--- config.mk ---
export PLATFORM = sky130hd
export DESIGN_NAME = lz_sweep_gen
export DESIGN_NICKNAME = d
export VERILOG_FILES = /design/src/rtl/lz_sweep_gen.sv
export SDC_FILE = /design/constraint.sdc
export NUM_CORES = 1
export LEC_CHECK = 0
export CORE_UTILIZATION = 50
export DETAILED_ROUTE_END_ITERATION = 8
export PLACE_DENSITY = 0.86
export SLEW_MARGIN = 20
export SYNTH_ARGS = -nofsm -noshare
export SYNTH_HDL_FRONTEND = slang
export SYNTH_SLANG_ARGS = --single-unit
--- constraint.sdc ---
create_clock -name clk -period 2.1 [get_ports clk]
set_input_delay 0.315 -clock clk [delete_from_list [all_inputs] [get_ports clk]]
set_output_delay 0.315 -clock clk [all_outputs]
set_load 0.02 [all_outputs]
--- src/rtl/lz_sweep_gen.sv ---
// Leading-zero test vector generator: emits base>>k with expected count k, sweep (k=0..32) or single beat.
// Optional self-check of an observed count against lz_exp is enabled with `define LZ_GEN_CHECK_EN.
module lz_sweep_gen #(
   parameter logic [30:0] LFSR_SEED = 31'h0000_0001
) (
   input  logic        clk,
   input  logic        rst,
   input  logic        start,
   input  logic        mode,
   input  logic [5:0]  lz_req,
   output logic [31:0] vec,
   output logic [5:0]  lz_exp,
   output logic        out_valid,
   input  logic        out_ready,
   output logic        busy,
   output logic        done
`ifdef LZ_GEN_CHECK_EN
   ,
   input  logic [5:0]  lz_obs,
   output logic [7:0]  err_cnt,
   output logic        err
`endif
);

   localparam logic [30:0] SEED_EFF = (LFSR_SEED == 31'd0) ? 31'd1 : LFSR_SEED;

   typedef enum logic [1:0] {
      S_IDLE = 2'd0,
      S_EMIT = 2'd1,
      S_DONE = 2'd2
   } state_t;

   state_t      r_state;
   state_t      w_next;
   logic [5:0]  r_k;
   logic [31:0] r_base;
   logic [30:0] r_lfsr;
   logic        r_single;

   logic        w_accept;
   logic        w_xfer;
   logic        w_last;
   logic [5:0]  w_req_sat;

   assign w_req_sat = (lz_req > 6'd32) ? 6'd32 : lz_req;
   assign w_last    = r_single || (r_k == 6'd32);

   always_comb begin
      w_next    = r_state;
      w_accept  = 1'b0;
      w_xfer    = 1'b0;
      out_valid = 1'b0;
      busy      = 1'b0;
      done      = 1'b0;
      case (r_state)
         S_IDLE: begin
            if (start) begin
               w_accept = 1'b1;
               w_next   = S_EMIT;
            end
         end
         S_EMIT: begin
            out_valid = 1'b1;
            busy      = 1'b1;
            w_xfer    = out_ready;
            if (out_ready && w_last) begin
               w_next = S_DONE;
            end
         end
         S_DONE: begin
            busy   = 1'b1;
            done   = 1'b1;
            w_next = S_IDLE;
         end
         default: w_next = S_IDLE;
      endcase
   end

   always_ff @(posedge clk or posedge rst) begin
      if (rst) begin
         r_state <= S_IDLE;
      end else begin
         r_state <= w_next;
      end
   end

   // The base keeps a forced MSB so k=0 always has zero leading zeros.
   always_ff @(posedge clk or posedge rst) begin
      if (rst) begin
         r_k      <= 6'd0;
         r_base   <= 32'd0;
         r_lfsr   <= SEED_EFF;
         r_single <= 1'b0;
      end else if (w_accept) begin
         r_base   <= {1'b1, r_lfsr};
         r_lfsr   <= {r_lfsr[29:0], r_lfsr[30] ^ r_lfsr[27]};
         r_single <= mode;
         r_k      <= mode ? w_req_sat : 6'd0;
      end else if (w_xfer && !w_last) begin
         r_k <= r_k + 6'd1;
      end
   end

   assign vec    = r_base >> r_k;
   assign lz_exp = r_k;

`ifdef LZ_GEN_CHECK_EN
   always_ff @(posedge clk or posedge rst) begin
      if (rst) begin
         err_cnt <= 8'd0;
         err     <= 1'b0;
      end else if (w_xfer && (lz_obs != r_k)) begin
         err <= 1'b1;
         if (err_cnt != 8'hFF) begin
            err_cnt <= err_cnt + 8'd1;
         end
      end
   end
`endif

endmodule

==> flow_summary.yaml <==
run_status:
  status: "finished with violations"
  violations: "design-rule violations, negative setup slack"
synth:
  ys_types: 50
  ys_ff_latch: 42
  yosys-top-cells-area: "dfrtp_1, mux2_2, mux4_2"
  synth-main-ff-cell: "dfrtp_1"
  synth_edf_count: 0
  synth_common_cells: "mux2_2, nand2_1, dfrtp_1, mux2i_1, nor2_1"
  ys_async_sr_fraction: 1.000
  synth.most_common_cell: "mux2_2"
  synth_top_cell_by_area: "dfrtp_1"
  syn-num-nets: 366
  synth_top_area_share: 0.2839
  syn_area_mm2: 0.003613
  yosys_warnings: 0
  synthCells: 348
  syn_avg_cell_area_um2: 10.38
  ys_seq_area_frac: 0.2912
setup_path:
  timing.rr.start: "lz_exp[1]"
  cp.required_ps: 1780
  path_class: "reg -> out"
  r2r-end: "r_state[0]"
  critPathCaptureType: "primary output"
  critPathBufInv: 4
  start_kind: "flip-flop"
  worstPathMaxFanout: 6
  r2r_setup_slack_ps: -60
  crit_chain: "buf_6 -> mux2i_1 -> mux2_4 -> buf_6 -> mux2i_1 -> mux2i_1 -> buf_4 -> o21ai_2 -> buf_6"
  cpPeakStageDelay_ps: 510
  ff2ff_path_depth: 10
  slowest_stage: "mux2i_1"
  cp_top_family: "multiplexers"
  cp.arrival_ps: 2510
power_and_ir_drop:
  power_mw: 6.272
  p_int_mw: 3.374
  p_switching_mw: 2.898
  leakagePower_nw: 2.651
  ir_drop_mv: 0.4818
  p_per_area_mw_per_mm2: 1066
  combPwrFrac: 0.746
  pwr-share-clk: 0.093
  p_seq_frac: 0.161
  netSwitchingFraction: 0.4621
die:
  die_x_um: 87.01
  start_util: 0.5260
  core-area_mm2: 0.006869
  dieArea_mm2: 0.007571
  io_pins: 52
  rows: 30
  fp.dieH_um: 87.01
sta:
  tightestPinTransition_ps: 749.8
  setup_ws_ps: -726.2
  fin_crit_sh: 1.346
  finalHoldViolations: 0
  clock.fmax_mhz: 353.8
  rsz0062_at_grt: "true"
  slew_viol_final: 0
  timing.hold.ws_ps: 413.2
  relSlewSlack: 0.4996
  final-setup-viol-count: 34
  min_period_ps: 2826
  setup_tns_ps: -15320
  clock_skew_ps: 19.43
global_routing:
  gr-total-overflow: 0
  grt_pass1_wl_um: 21610
  antenna_found_initial: 0
  grt_pass1_vias: 3955
  grt.total_usage: 0.3846
  grt_max_degree: 43
cts:
  cts.sinks: 42
  clk_path_buf_depth: 2
  clock_latency_ps: 320
  cts_max_level: 2
  root_buffer: "clkbuf_8"
  numCtsBuffers: 5
  clk_pin_slew_worst_paths_ps: 100
  cts_tree: "yes"
layout:
  final_cells: 620
  areaGrowthSynthToFinish_pct: 62.85
  diodes: 0
  layout-drive-gt1-share: 0.6412
  layout.nets: 541
  final_cell_area_mm2: 0.005884
placed_design:
  dpl.cell_count: 577
  io_buffers: 51
  place_congestion: 0.9752
  place_area_mm2: 0.005052
  place_hpwl_um: 8883
routing:
  vias: 4217
  drc: 1
  initialDrtViolationCount: 505
  wl_um: 16260
  viasPerCell: 6.802
  wire_per_inst_um: 26.22
  ant_nets: 0
  drt_first_pass_iters: 9
run:
  drv_cap: 0
worst_hold_path:
  hold_class: "in -> async"
-- layout by cell type, fill, tap and decap left out, types with 6 or more instances in the layout --
| master | count |
|---|---|
| ha_1 | 6 |
| nand2_2 | 12 |
| a22o_1 | 6 |
| nor2_1 | 18 |
| mux2_2 | 38 |
| clkdlybuf4s50_1 | 17 |
| buf_4 | 123 |
| inv_1 | 6 |
| clkbuf_8 | 6 |
| nand2_1 | 32 |
| mux2i_1 | 11 |
| mux2i_4 | 7 |
| mux4_2 | 21 |
| buf_6 | 40 |
| buf_2 | 6 |
| o21ai_2 | 10 |
| o21ai_0 | 7 |
| dfrtp_1 | 39 |
| mux2_4 | 10 |
| mux2i_2 | 10 |
-- flip-flops by register name (all words and copies together) (netlist names) --
signal	count
r_lfsr	1
r_state	2
lz_exp	6
r_base	32
r_single	1
-- power groups by stage --
stage	Clock [mW]	Sequential [mW]	Combinational [mW]
final	0.582	1.01	4.68
after global routing	0.619	1.02	4.81
after CTS	0.565	0.990	3.79
after detailed placement	0	1.04	3.29
after global placement	0	1.02	3.22
after floorplan	0	1.03	2.06
-- how the worst max path moves through the flow --
stage | startpoint | endpoint | slack (ps) | cells past startpoint
floorplan | lz_exp[1] | vec[6] | -50 | 7
global placement | lz_exp[1] | vec[6] | -680 | 7
detailed placement | lz_exp[1] | vec[6] | -710 | 7
CTS | lz_exp[1] | vec[2] | -480 | 10
global route | lz_exp[1] | vec[2] | -710 | 9
finish | lz_exp[1] | vec[2] | -730 | 9
-- stage by stage --
step,setup slack (ps),utilization
5_1_grt,-711.2,0.8566
2_1_floorplan,-45.27,-
3_5_place_dp,-709.0,0.7355
3_3_place_gp,-681.9,0.7355
6_report,-726.2,0.8566
4_1_cts,-476.5,0.7925
-- logic make-up (layout without fill, tap and decap cells) --
kind of cell / Yosys count / count (layout) / share of synthesized area
XOR/XNOR: 6 / 6 / 0.01454
adder cells (fa/ha/maj): 7 / 7 / 0.02424
AO/OA/AOI/OAI: 67 / 67 / 0.1340
buffers and inverters: 36 / 212 / 0.05575
flip-flops: 42 / 42 / 0.2912
multiplexers: 98 / 98 / 0.3705
AND/OR/NAND/NOR: 92 / 92 / 0.1098
-- worst register-to-register path, cell delays in order, from the launching register on --
cell     delay (ps)
dfrtp_2         470
buf_6           160
buf_8           150
inv_4            70
buf_6           110
ha_4            120
nor2b_4         160
and3_4          190
o21ai_2          50
a22o_1          250
mux2_4          320
-- what timing repair did --
| item | 4_1_cts | 5_1_grt |
|---|---|---|
| pin swaps | 23 | 26 |
| setup endpoints to repair | 38 | 39 |
| resized for setup | 224 | 76 |
| hold endpoints to repair | 0 | 0 |
| buffers inserted | 20 | 21 |
| hold buffers | 0 | 0 |
-- metal layers --
metal,part of all wire,vias to the layer above,GRT usage
met2,0.45,399,0.6342
met5,0,-,0
li1,-,1651,-
met4,0.073,0,0.2379
met3,0.11,137,0.06730
met1,0.37,2030,0.4698
-- layout make-up --
type	instances	area, um2
Clock inverter	2	12.51
Inverter	9	38.79
Fill cell	313	984.7
Clock buffer	6	82.58
Sequential cell	42	1055
Multi-Input combinational cell	270	2846
Tap cell	96	120.1
Timing Repair Buffer	195	1729
Power figures use the tool's default switching activity.
